### src/rtl/mem_stage.sv
// mem_stage: memory-access stage. Issues aligned loads/stores on a req/ack
// port, aligns and extends load data, stalls upstream while an access is in
// flight and registers the retired result into the MEM/WB outputs.
module mem_stage #(
   parameter int MAX_WAIT = 255
) (
   input  logic        clk,
   input  logic        rst_n,
   input  logic        in_valid,
   input  logic        in_MemRead,
   input  logic        in_MemWrite,
   input  logic        in_RegWrite,
   input  logic [4:0]  in_rd,
   input  logic [2:0]  in_funct3,
   input  logic [63:0] in_ALU_out,
   input  logic [63:0] in_store_data,
   output logic        mem_req,
   output logic        mem_we,
   output logic [63:0] mem_addr,
   output logic [63:0] mem_wdata,
   output logic [7:0]  mem_wstrb,
   input  logic [63:0] mem_rdata,
   input  logic        mem_ack,
   output logic        stall,
   output logic [63:0] fwd_ALU_out,
   output logic        wb_valid,
   output logic        wb_RegWrite,
   output logic        wb_misalign,
   output logic        wb_fault,
   output logic [4:0]  wb_rd,
   output logic [63:0] wb_data
);

   typedef enum logic [1:0] {IDLE, BUSY, DONE} state_t;

   state_t      r_state;
   state_t      w_nextState;
   logic [7:0]  r_waitCnt;
   logic [63:0] r_addr;
   logic [63:0] r_wdata;
   logic [63:0] r_loadData;
   logic [7:0]  r_wstrb;
   logic        r_we;
   logic        r_fault;
   logic [2:0]  r_funct3;
   logic [2:0]  r_lane;
   logic [4:0]  r_rd;

   logic        w_isMem;
   logic        w_isStore;
   logic        w_misalign;
   logic        w_issue;
   logic        w_timeout;
   logic [63:0] w_storeData;
   logic [7:0]  w_storeStrb;
   logic [63:0] w_shifted;
   logic [63:0] w_loadExt;

   // A store wins when both MemRead and MemWrite are set.
   assign w_isMem     = in_valid & (in_MemRead | in_MemWrite);
   assign w_isStore   = in_MemWrite;
   assign w_issue     = w_isMem & ~w_misalign;
   assign w_timeout   = (r_waitCnt == 8'(MAX_WAIT - 1));
   assign fwd_ALU_out = in_ALU_out;
   assign mem_addr    = r_addr;
   assign mem_wdata   = r_wdata;
   assign mem_wstrb   = r_wstrb;
   assign w_shifted   = mem_rdata >> {r_lane, 3'b000};

   // Alignment check against the access size encoded in funct3[1:0].
   always_comb begin
      w_misalign = 1'b0;
      case (in_funct3[1:0])
         2'b00:   w_misalign = 1'b0;
         2'b01:   w_misalign = in_ALU_out[0];
         2'b10:   w_misalign = |in_ALU_out[1:0];
         default: w_misalign = |in_ALU_out[2:0];
      endcase
   end

   // Store lane replication and byte strobes for the current access size.
   always_comb begin
      w_storeData = in_store_data;
      w_storeStrb = 8'hFF;
      case (in_funct3[1:0])
         2'b00: begin
            w_storeData = {8{in_store_data[7:0]}};
            w_storeStrb = 8'h01 << in_ALU_out[2:0];
         end
         2'b01: begin
            w_storeData = {4{in_store_data[15:0]}};
            w_storeStrb = 8'h03 << in_ALU_out[2:0];
         end
         2'b10: begin
            w_storeData = {2{in_store_data[31:0]}};
            w_storeStrb = 8'h0F << in_ALU_out[2:0];
         end
         default: begin
            w_storeData = in_store_data;
            w_storeStrb = 8'hFF;
         end
      endcase
   end

   // Lane-selected read data extended according to the latched funct3.
   always_comb begin
      w_loadExt = w_shifted;
      case (r_funct3)
         3'b000:  w_loadExt = {{56{w_shifted[7]}},  w_shifted[7:0]};
         3'b001:  w_loadExt = {{48{w_shifted[15]}}, w_shifted[15:0]};
         3'b010:  w_loadExt = {{32{w_shifted[31]}}, w_shifted[31:0]};
         3'b100:  w_loadExt = {56'd0, w_shifted[7:0]};
         3'b101:  w_loadExt = {48'd0, w_shifted[15:0]};
         3'b110:  w_loadExt = {32'd0, w_shifted[31:0]};
         default: w_loadExt = w_shifted;
      endcase
   end

   // FSM state register.
   always_ff @(posedge clk or negedge rst_n) begin
      if (!rst_n) r_state <= IDLE;
      else        r_state <= w_nextState;
   end

   // Next state plus stall and request outputs; ack is only honoured in BUSY.
   always_comb begin
      w_nextState = r_state;
      stall       = 1'b0;
      mem_req     = 1'b0;
      mem_we      = 1'b0;
      case (r_state)
         IDLE: begin
            if (w_issue) begin
               stall       = 1'b1;
               w_nextState = BUSY;
            end
         end
         BUSY: begin
            stall   = 1'b1;
            mem_req = 1'b1;
            mem_we  = r_we;
            if (mem_ack || w_timeout) w_nextState = DONE;
         end
         DONE:    w_nextState = IDLE;
         default: w_nextState = IDLE;
      endcase
   end

   // Latch the access at issue, count wait cycles and capture load data or fault.
   always_ff @(posedge clk or negedge rst_n) begin
      if (!rst_n) begin
         r_waitCnt  <= 8'd0;
         r_addr     <= 64'd0;
         r_wdata    <= 64'd0;
         r_loadData <= 64'd0;
         r_wstrb    <= 8'd0;
         r_we       <= 1'b0;
         r_fault    <= 1'b0;
         r_funct3   <= 3'd0;
         r_lane     <= 3'd0;
         r_rd       <= 5'd0;
      end else begin
         case (r_state)
            IDLE: begin
               if (w_issue) begin
                  r_addr    <= {in_ALU_out[63:3], 3'b000};
                  r_wdata   <= w_isStore ? w_storeData : 64'd0;
                  r_wstrb   <= w_isStore ? w_storeStrb : 8'd0;
                  r_we      <= w_isStore;
                  r_funct3  <= in_funct3;
                  r_lane    <= in_ALU_out[2:0];
                  r_rd      <= in_rd;
                  r_waitCnt <= 8'd0;
                  r_fault   <= 1'b0;
               end
            end
            BUSY: begin
               if (mem_ack)        r_loadData <= w_loadExt;
               else if (w_timeout) r_fault    <= 1'b1;
               else                r_waitCnt  <= r_waitCnt + 8'd1;
            end
            default: ;
         endcase
      end
   end

   // MEM/WB register: retire from DONE or a pass-through op, otherwise a bubble.
   always_ff @(posedge clk or negedge rst_n) begin
      if (!rst_n) begin
         wb_valid    <= 1'b0;
         wb_RegWrite <= 1'b0;
         wb_misalign <= 1'b0;
         wb_fault    <= 1'b0;
         wb_rd       <= 5'd0;
         wb_data     <= 64'd0;
      end else if (r_state == DONE) begin
         wb_valid    <= in_valid;
         wb_rd       <= r_rd;
         wb_misalign <= 1'b0;
         wb_fault    <= r_fault;
         if (r_fault) begin
            wb_data     <= 64'd0;
            wb_RegWrite <= 1'b0;
         end else if (r_we) begin
            wb_data     <= in_ALU_out;
            wb_RegWrite <= 1'b0;
         end else begin
            wb_data     <= r_loadData;
            wb_RegWrite <= in_RegWrite & in_valid;
         end
      end else if (r_state == IDLE && !w_issue) begin
         wb_valid    <= in_valid;
         wb_rd       <= in_rd;
         wb_data     <= in_ALU_out;
         wb_fault    <= 1'b0;
         wb_misalign <= w_isMem & w_misalign;
         wb_RegWrite <= in_RegWrite & in_valid & ~(w_isMem & w_misalign);
      end else begin
         wb_valid    <= 1'b0;
         wb_RegWrite <= 1'b0;
         wb_misalign <= 1'b0;
         wb_fault    <= 1'b0;
      end
   end

endmodule
### config.mk
export PLATFORM = sky130hd
export DESIGN_NAME = mem_stage
export DESIGN_NICKNAME = d
export VERILOG_FILES = /design/src/rtl/mem_stage.sv
export SDC_FILE = /design/constraint.sdc
export NUM_CORES = 1
export LEC_CHECK = 0
export CORE_AREA = 5 5 173 208
export CTS_CLUSTER_SIZE = 40
export DETAILED_ROUTE_END_ITERATION = 8
export DIE_AREA = 0 0 178 213
export PLACE_DENSITY_LB_ADDON = 0.08
export SYNTH_ARGS = -nofsm -noshare
export SYNTH_HDL_FRONTEND = slang
export SYNTH_SLANG_ARGS = --single-unit
### constraint.sdc
create_clock -name clk -period 2.65 [get_ports clk]
set_input_delay 0.53 -clock clk [delete_from_list [all_inputs] [get_ports clk]]
set_output_delay 0.53 -clock clk [all_outputs]
set_load 0.02 [all_outputs]
==> flow_results.xml, run 1 <==
<?xml version="1.0" encoding="UTF-8"?>
<metrics>
  <group name="critical_path">
    <metric name="cp_max_fo" unit="">2</metric>
    <metric name="critical_path.startpoint_type" unit="">primary input</metric>
    <metric name="worst_path_most_repeated_cell" unit="">sky130_fd_sc_hd__buf_4</metric>
    <metric name="cpMaxStageDelayCell" unit="">sky130_fd_sc_hd__or2_1</metric>
    <metric name="critical-path-top-delay-family" unit="">buffers and inverters</metric>
    <metric name="cp_cell_sequence" unit="">dlygate4sd2_1, buf_4, ha_1, or2_1, nor2_4, o21ai_1, a21oi_2, buf_4</metric>
    <metric name="reg2reg_setup_slack" unit="ns">0.19</metric>
    <metric name="worst-setup-path-type" unit="">in -&gt; out</metric>
    <metric name="r2r-end" unit="">r_loadData[55]$_DFFE_PN0P_</metric>
    <metric name="crit_path_end_kind" unit="">primary output</metric>
    <metric name="signal_arrival_time_at_the_worst_endpoint" unit="ns">2.04</metric>
    <metric name="timing.reg2reg.worst_path_depth" unit="">7</metric>
    <metric name="cp.required" unit="ns">2.12</metric>
    <metric name="reg2reg_from" unit="">r_lane[1]$_DFFE_PN0P_</metric>
    <metric name="critical_path_depth" unit="">8</metric>
    <metric name="cp_num_buf_inv" unit="">3</metric>
    <metric name="max_stage_delay" unit="ns">0.27</metric>
  </group>
  <group name="power">
    <metric name="power_frac_seq" unit="%">31.3</metric>
    <metric name="combinational_power_share" unit="%">49.9</metric>
    <metric name="power.density" unit="mW/mm^2">1100</metric>
    <metric name="irDropWorstVdd" unit="V">0.000636</metric>
    <metric name="power_switching" unit="uW">9800</metric>
    <metric name="p_leak" unit="uW">0.00997</metric>
    <metric name="power.share.switching" unit="%">39.7</metric>
    <metric name="p_clk_share" unit="%">18.8</metric>
    <metric name="power_report.internal_total" unit="uW">14900</metric>
  </group>
  <group name="clock_tree">
    <metric name="clock_tree_buf_depth" unit="">3</metric>
    <metric name="clock_tree_root_buffer_cell" unit="">sky130_fd_sc_hd__clkbuf_16</metric>
    <metric name="post_cts.repair.setup_buffers" unit="">0</metric>
    <metric name="cts.sink_count" unit="">293</metric>
    <metric name="cts_tree" unit="">built</metric>
    <metric name="clock_latency" unit="ns">0.59</metric>
    <metric name="number_of_buffers_inserted_during_clock_tree_synthesis" unit="">31</metric>
    <metric name="clock_tree.htree_level_count" unit="">1</metric>
    <metric name="clock_input_transition_at_the_sequential_cells_of_the_worst_setup_and_hold_paths" unit="ns">0.07</metric>
  </group>
  <group name="placement">
    <metric name="port_buffers" unit="">479</metric>
    <metric name="post-dp-hpwl" unit="um">43300</metric>
    <metric name="standard_cell_area_after_detailed_placement" unit="mm^2">0.0213</metric>
    <metric name="gp_routability_congestion" unit="">0.947</metric>
    <metric name="place.detailed.instances" unit="">2649</metric>
  </group>
  <group name="drt">
    <metric name="avgViaCountPerCell" unit="">5.48</metric>
    <metric name="routedWlPerCell" unit="um">20.9</metric>
    <metric name="drt.antenna.violating_nets" unit="">0</metric>
    <metric name="detailedRoute.firstIterationViolations" unit="">947</metric>
    <metric name="dr_total_vias" unit="">14849</metric>
    <metric name="first_pass_iteration_count_of_the_detailed_router" unit="">5</metric>
    <metric name="wirelength" unit="um">56700</metric>
    <metric name="route.detailed.drc" unit="">0</metric>
  </group>
  <group name="sta">
    <metric name="maxClockFrequency" unit="GHz">0.390</metric>
    <metric name="worst_pin_slew" unit="ns">0.776</metric>
    <metric name="unrepaired_setup_endpoints_after_global_routing" unit="">no</metric>
    <metric name="period_needed" unit="ns">2.57</metric>
    <metric name="slew_headroom" unit="%">48.2</metric>
    <metric name="final.setup_skew" unit="ns">0.0162</metric>
    <metric name="fin_crit_sh" unit="%">96.8</metric>
    <metric name="timing_max_transition_violations_final" unit="">0</metric>
    <metric name="setup_viol_count_final" unit="">0</metric>
    <metric name="hold_viol_final" unit="">0</metric>
  </group>
  <group name="yosys">
    <metric name="synth_top_flop_cell" unit="">sky130_fd_sc_hd__dfrtp_1</metric>
    <metric name="synth-edff-count" unit="">0</metric>
    <metric name="post_synth_num_cell_types" unit="">62</metric>
    <metric name="postSynth.asyncResetShare" unit="%">100</metric>
    <metric name="synthDominantAreaCellType" unit="">sky130_fd_sc_hd__dfrtp_1</metric>
    <metric name="yosysSeqAreaShare" unit="%">45.9</metric>
    <metric name="syn_inst" unit="">1809</metric>
    <metric name="ys_ff_latch" unit="">293</metric>
    <metric name="synth_top_cell_area_share" unit="%">45.9</metric>
    <metric name="biggest_area_contributors_in_the_synthesized_netlist" unit="">sky130_fd_sc_hd__dfrtp_1 46%, sky130_fd_sc_hd__nand2_1 11%, sky130_fd_sc_hd__mux2_2 5.9%</metric>
    <metric name="netlist_area" unit="mm^2">0.0160</metric>
    <metric name="synthesis.yosys.warnings" unit="">0</metric>
    <metric name="syn_area_per_cell" unit="um^2">8.83</metric>
  </group>
  <group name="layout">
    <metric name="post_route_cells_drive_above_1_share" unit="%">13.1</metric>
    <metric name="final_design_area_no_fill" unit="mm^2">0.0224</metric>
    <metric name="commonest_non_fill_non_tap_cells_in_the_layout" unit="">472 x sky130_fd_sc_hd__clkdlybuf4s50_1, 462 x sky130_fd_sc_hd__nand2_1, 289 x sky130_fd_sc_hd__dfrtp_1</metric>
    <metric name="area_of_the_multi_input_gates" unit="mm^2">0.00753</metric>
    <metric name="layout.core_utilization" unit="%">66.4</metric>
    <metric name="final_std_cells_w_o_fill" unit="">2709</metric>
    <metric name="finish.net_count" unit="">2441</metric>
    <metric name="fill_cells" unit="">2791</metric>
    <metric name="area_of_all_sequential_standard_cells" unit="mm^2">0.00734</metric>
    <metric name="area_growth" unit="%">40.4</metric>
    <metric name="most_common_cell_after_layout_fill_and_taps_aside" unit="">sky130_fd_sc_hd__clkdlybuf4s50_1</metric>
  </group>
  <group name="floorplanning">
    <metric name="die_w" unit="um">178</metric>
    <metric name="initial_utilization" unit="%">47.3</metric>
    <metric name="row_count" unit="">74</metric>
    <metric name="core_region_area" unit="mm^2">0.0338</metric>
    <metric name="design.portCount" unit="">483</metric>
    <metric name="die_area" unit="mm^2">0.0379</metric>
    <metric name="die_h" unit="um">213</metric>
  </group>
  <group name="hold_path">
    <metric name="hold_depth" unit="">4</metric>
    <metric name="hold_path_startpoint" unit="">in_MemWrite</metric>
    <metric name="hold_class" unit="">in -&gt; reg</metric>
    <metric name="sink_of_the_worst_hold_path" unit="">wb_misalign$_DFF_PN0_</metric>
  </group>
  <group name="global_route">
    <metric name="grtUsageTotal" unit="%">29.4</metric>
    <metric name="pin_count_of_the_biggest_net_entering_global_routing" unit="">88</metric>
    <metric name="globalRouteOverflowTotal" unit="">0</metric>
    <metric name="grt_antenna_before_repair" unit="">1</metric>
    <metric name="wire_length_of_the_first_global_routing_pass" unit="um">87300</metric>
    <metric name="grt_pass1_vias" unit="">15386</metric>
  </group>
  <group name="run">
    <metric name="max_cap_viols" unit="">0</metric>
  </group>
  <group name="status">
    <metric name="outcome" unit="">finished, final reports clean</metric>
  </group>
</metrics>
[power groups by stage]
stage / clock network [uW] / logic [uW] / registers (uW)
6_report: 4640 / 12300 / 7730
5_1_grt: 4920 / 13200 / 8000
4_1_cts: 4710 / 12400 / 7740
3_5_place_dp: 0 / 12300 / 7780
3_3_place_gp: 0 / 12100 / 7720
2_1_floorplan: 0 / 5380 / 9080
[sequential cells by signal, summed over array words and instances, names as in the netlist, 2 cells and up]
signal and count:
mem_addr 61, mem_wstrb 8, wb_rd 5, r_state 2
r_waitCnt 8, wb_data 64, r_lane 3, r_funct3 3
r_rd 5, mem_wdata 64, r_loadData 64
[tightest hold or removal path, stage by stage]
cell,delay [ns]
sky130_fd_sc_hd__buf_2,0.11
sky130_fd_sc_hd__o21a_1,0.21
sky130_fd_sc_hd__nand2_1,0.11
sky130_fd_sc_hd__nor2_1,0.06
[per-layer routing]
metal | share of wire, % | track usage (%)
met1 | 35 | 32.4
met2 | 53 | 54.1
met3 | 8.1 | 7.61
met4 | 3.7 | 10.7
met5 | 0 | 0
[repair_timing]
item                                    CTS  global route
endpoints found under the hold margin    34             0
hold buffers                              1             0
endpoints found under the setup margin    1             2
resized for setup                        12             2
pin swaps                                 2             0
[how the worst max path moves through the flow]
stage / start / end / slack [ns]
2_1_floorplan: in_funct3[1] / stall / 0.21
3_3_place_gp: in_funct3[0] / stall / -0.83
3_5_place_dp: in_funct3[0] / stall / -0.85
4_1_cts: r_state[1]$_DFFE_PN0P_ / mem_req / 0.01
5_1_grt: in_funct3[0] / stall / 0.002
6_report: in_funct3[0] / stall / 0.08
[Yosys cell counts (3+ instances only)]
library cell and count:
sky130_fd_sc_hd__buf_4 75, sky130_fd_sc_hd__nor2b_1 20, sky130_fd_sc_hd__mux2_2 84, sky130_fd_sc_hd__o22a_1 3, sky130_fd_sc_hd__mux4_2 14, sky130_fd_sc_hd__clkbuf_1 94
sky130_fd_sc_hd__a32oi_1 3, sky130_fd_sc_hd__or2_2 3, sky130_fd_sc_hd__xor2_1 4, sky130_fd_sc_hd__nor2_1 117, sky130_fd_sc_hd__o21ai_0 136, sky130_fd_sc_hd__and2_1 7
sky130_fd_sc_hd__nand3_1 31, sky130_fd_sc_hd__o31a_1 5, sky130_fd_sc_hd__buf_1 4, sky130_fd_sc_hd__a211oi_1 7, sky130_fd_sc_hd__a221o_1 16, sky130_fd_sc_hd__inv_1 9
sky130_fd_sc_hd__mux2i_1 32, sky130_fd_sc_hd__o22ai_1 4, sky130_fd_sc_hd__nand2b_1 27, sky130_fd_sc_hd__a22o_1 16, sky130_fd_sc_hd__ha_1 7, sky130_fd_sc_hd__nand4_1 3
sky130_fd_sc_hd__o221a_2 6, sky130_fd_sc_hd__nor4_1 3, sky130_fd_sc_hd__a41oi_1 3, sky130_fd_sc_hd__dfrtp_1 293, sky130_fd_sc_hd__a31oi_1 45, sky130_fd_sc_hd__a21oi_1 101
sky130_fd_sc_hd__buf_2 32, sky130_fd_sc_hd__buf_6 5, sky130_fd_sc_hd__nor3_1 6, sky130_fd_sc_hd__and3_1 64, sky130_fd_sc_hd__o31ai_1 24, sky130_fd_sc_hd__o211ai_1 10
sky130_fd_sc_hd__nand2_1 463
[area by class of cell]
class	count	area share (%)
multi-input cells	1299	33.6
inverters	9	0.151
well taps	456	2.54
clock buffers	45	4.05
clock inverters	13	0.842
repair buffers	593	26.1
diodes	1	0.0112
flip-flops and latches	293	32.7
[per-stage QoR]
step / setup TNS [ns] / hold WS, ns / setup WS, ns / power (uW)
3_5_place_dp: -57.87 / 0.453 / -0.846 / 20100
4_1_cts: 0 / 0.455 / 0.0145 / 24800
5_1_grt: 0 / 0.487 / 0.00166 / 26100
6_report: 0 / 0.464 / 0.0839 / 24700
3_3_place_gp: -49.46 / 0.450 / -0.833 / 19800
2_1_floorplan: 0 / 0.234 / 0.210 / 14500
[logic make-up after synthesis]
group / count (synthesis) / share of synthesized area [%]
compound gates: 397 / 15.4
xor+xnor: 6 / 0.329
fa+ha+maj: 7 / 0.548
buf+inv: 219 / 7.39
flops: 293 / 45.9
mux: 133 / 10.1
other cells: 1 / 0.0235
simple gates: 753 / 20.3
No activity file was read; power rests on OpenSTA's default activity.
==> run 2, diff against run 1 <==
--- a/config.mk
+++ b/config.mk
@@ -5,10 +5,11 @@
 export SDC_FILE = /design/constraint.sdc
 export NUM_CORES = 1
 export LEC_CHECK = 0
-export CORE_AREA = 5 5 173 208
+export CORE_AREA = 5 5 217 261
 export CTS_CLUSTER_SIZE = 40
 export DETAILED_ROUTE_END_ITERATION = 8
-export DIE_AREA = 0 0 178 213
+export DIE_AREA = 0 0 222 266
+export GPL_TIMING_DRIVEN = 0
 export PLACE_DENSITY_LB_ADDON = 0.08
 export SYNTH_ARGS = -nofsm -noshare
 export SYNTH_HDL_FRONTEND = slang
==> constraint.sdc (replaced) <==
create_clock -name clk -period 2.65 [get_ports clk]
set_input_delay 0.53 -clock clk [delete_from_list [all_inputs] [get_ports clk]]
set_output_delay 0.53 -clock clk [all_outputs]
set_load 0.1 [all_outputs]
==> run 2 against run 1 <==
  * Non-clock buffer count grew 102
  * Sequential share of layout area shrank 0.88 points
  * Via count grew 3.1%
  * Core utilization shrank 23 points
  * Clock-buffer cell count grew 11
  * Global-route usage shrank 6.3 points
  * Final cell count grew 13%
  * Flip-flop and latch count is the same
==> flow_results.xml, run 2 (same netlist as run 1, synthesis figures left out) <==
<?xml version="1.0" encoding="UTF-8"?>
<metrics>
  <group name="status">
    <metric name="outcome" unit="">finished, final reports clean</metric>
  </group>
  <group name="floorplanning">
    <metric name="initial_utilization" unit="%">29.9</metric>
    <metric name="die_h" unit="um">266</metric>
    <metric name="row_count" unit="">93</metric>
    <metric name="die_w" unit="um">222</metric>
    <metric name="core_region_area" unit="mm^2">0.0535</metric>
    <metric name="design.portCount" unit="">483</metric>
    <metric name="die_area" unit="mm^2">0.0591</metric>
  </group>
  <group name="drt">
    <metric name="routedWlPerCell" unit="um">23.1</metric>
    <metric name="drt.antenna.violating_nets" unit="">0</metric>
    <metric name="avgViaCountPerCell" unit="">4.98</metric>
    <metric name="first_pass_iteration_count_of_the_detailed_router" unit="">5</metric>
    <metric name="route.detailed.drc" unit="">0</metric>
    <metric name="detailedRoute.firstIterationViolations" unit="">919</metric>
    <metric name="wirelength" unit="um">71100</metric>
    <metric name="dr_total_vias" unit="">15314</metric>
  </group>
  <group name="sta">
    <metric name="period_needed" unit="ns">2.63</metric>
    <metric name="worst_pin_slew" unit="ns">1.24</metric>
    <metric name="final.setup.worst_slack" unit="ns">0.0187</metric>
    <metric name="setup_total_negative_slack" unit="ns">0</metric>
    <metric name="timing_max_transition_violations_final" unit="">0</metric>
    <metric name="maxClockFrequency" unit="GHz">0.380</metric>
    <metric name="setup_viol_count_final" unit="">0</metric>
    <metric name="hold_viol_final" unit="">0</metric>
    <metric name="fin_crit_sh" unit="%">99.3</metric>
    <metric name="unrepaired_setup_endpoints_after_global_routing" unit="">no</metric>
    <metric name="final.setup_skew" unit="ns">0.0212</metric>
    <metric name="slew_headroom" unit="%">16.6</metric>
  </group>
  <group name="critical_path">
    <metric name="cp_cell_sequence" unit="">clkdlybuf4s50_1, buf_4, dlygate4sd2_1</metric>
    <metric name="crit_path_end_kind" unit="">primary output</metric>
    <metric name="critical-path-top-delay-family" unit="">buffers and inverters</metric>
    <metric name="cpMaxStageDelayCell" unit="">sky130_fd_sc_hd__dlygate4sd2_1</metric>
    <metric name="cp_num_buf_inv" unit="">3</metric>
    <metric name="max_stage_delay" unit="ns">0.85</metric>
    <metric name="cp.required" unit="ns">2.12</metric>
    <metric name="worst-setup-path-type" unit="">in -&gt; out</metric>
    <metric name="signal_arrival_time_at_the_worst_endpoint" unit="ns">2.10</metric>
    <metric name="critical_path.startpoint_type" unit="">primary input</metric>
    <metric name="cp_max_fo" unit="">4</metric>
  </group>
  <group name="placement">
    <metric name="port_buffers" unit="">479</metric>
    <metric name="gp_routability_congestion" unit="">0.937</metric>
    <metric name="post-dp-hpwl" unit="um">56500</metric>
    <metric name="standard_cell_area_after_detailed_placement" unit="mm^2">0.0217</metric>
    <metric name="preCtsSetupSlack" unit="ns">-1.59</metric>
  </group>
  <group name="layout">
    <metric name="commonest_non_fill_non_tap_cells_in_the_layout" unit="">463 x sky130_fd_sc_hd__nand2_1, 340 x sky130_fd_sc_hd__clkdlybuf4s50_1, 293 x sky130_fd_sc_hd__dfrtp_1</metric>
    <metric name="fill_cells" unit="">5384</metric>
    <metric name="post_route_cells_drive_above_1_share" unit="%">13.7</metric>
    <metric name="most_common_cell_after_layout_fill_and_taps_aside" unit="">sky130_fd_sc_hd__nand2_1</metric>
    <metric name="area_growth" unit="%">44.2</metric>
    <metric name="finish.net_count" unit="">2548</metric>
    <metric name="layout.core_utilization" unit="%">43.0</metric>
    <metric name="final_design_area_no_fill" unit="mm^2">0.0230</metric>
    <metric name="n_antenna_cell" unit="">0</metric>
  </group>
  <group name="hold_path">
    <metric name="hold_class" unit="">in -&gt; reg</metric>
  </group>
  <group name="clock_tree">
    <metric name="clock_tree_buf_depth" unit="">3</metric>
    <metric name="clock_tree_root_buffer_cell" unit="">sky130_fd_sc_hd__clkbuf_16</metric>
    <metric name="number_of_buffers_inserted_during_clock_tree_synthesis" unit="">36</metric>
    <metric name="cts_tree" unit="">built</metric>
    <metric name="clock_latency" unit="ns">0.55</metric>
    <metric name="clock_input_transition_at_the_sequential_cells_of_the_worst_setup_and_hold_paths" unit="ns">0.06</metric>
    <metric name="cts.sink_count" unit="">293</metric>
    <metric name="clock_tree.htree_level_count" unit="">2</metric>
  </group>
  <group name="run">
    <metric name="max_cap_viols" unit="">0</metric>
  </group>
  <group name="global_route">
    <metric name="grtUsageTotal" unit="%">23.0</metric>
    <metric name="pin_count_of_the_biggest_net_entering_global_routing" unit="">109</metric>
    <metric name="grt_pass1_vias" unit="">15860</metric>
    <metric name="grt_antenna_before_repair" unit="">4</metric>
    <metric name="wire_length_of_the_first_global_routing_pass" unit="um">104000</metric>
    <metric name="globalRouteOverflowTotal" unit="">0</metric>
  </group>
  <group name="power">
    <metric name="power.density" unit="mW/mm^2">1480</metric>
    <metric name="irDropWorstVdd" unit="V">0.000683</metric>
    <metric name="p_leak" unit="uW">0.0106</metric>
  </group>
</metrics>
-- run 2: area by class of cell --
class	instances	area (um^2)	area share (%)
repair buffers	486	4880	21.2
inverters	9	33.8	0.147
well taps	712	891	3.87
multi-input cells	1299	7540	32.7
clock buffers	56	1100	4.77
plain buffers	209	1180	5.13
clock inverters	10	90.1	0.391
flip-flops and latches	293	7330	31.8
-- run 2: tightest hold or removal path, cell delays in order --
cell                       delay, ns
sky130_fd_sc_hd__clkbuf_2       0.11
sky130_fd_sc_hd__inv_1          0.11
sky130_fd_sc_hd__o21ai_0        0.11
-- run 2: stage by stage --
stage,total power (uW),hold slack [ns],std cells
after floorplan,23100,0.234,1811
after global placement,29300,0.451,3002
after detailed placement,29400,0.453,3004
after CTS,34400,0.468,3073
after global routing,35500,0.369,3074
final,34100,0.364,3074
-- run 2: per-layer routing --
layer,up-vias,GRT usage [%],part of all wire [%]
met4,4,7.53,3.4
met1,7413,25.3,37
met3,133,6.08,6.7
met2,545,43.1,53
met5,-,0,0.039
li1,7219,-,-
-- run 2: path summary, 6_finish.rpt --
path                                               start                          to  slack, ns  cells after the start
worst max-delay path                      in_ALU_out[55]             fwd_ALU_out[55]       0.02                      3
worst min register to register  mem_addr[40]$_DFFE_PN0P_    mem_addr[40]$_DFFE_PN0P_       0.47                      2
worst max register to register     r_lane[1]$_DFFE_PN0P_  r_loadData[56]$_DFFE_PN0P_       0.12                      6
max in group asynchronous                          rst_n   mem_wdata[39]$_DFFE_PN0P_       1.07                      3
min in group asynchronous                          rst_n    mem_addr[47]$_DFFE_PN0P_       0.54                      2
worst min-delay path                        in_funct3[1]     r_funct3[1]$_DFFE_PN0P_       0.36                      3
-- run 2: report_power, final --
group / total [uW] / internal (uW) / leakage [uW] / switching (uW)
combinational: 21400 / 5310 / 0.00645 / 16100
clock: 5000 / 2960 / 0.000590 / 2040
sequential: 7610 / 6440 / 0.00358 / 1170
-- run 2: repair_timing --
action,in CTS,in global routing
gates cloned,0,0
setup endpoints to repair,322,267
hold buffers,1,0
setup buffers,2,2
pin swaps,3,1
resized for setup,162,64
hold endpoints to repair,24,0
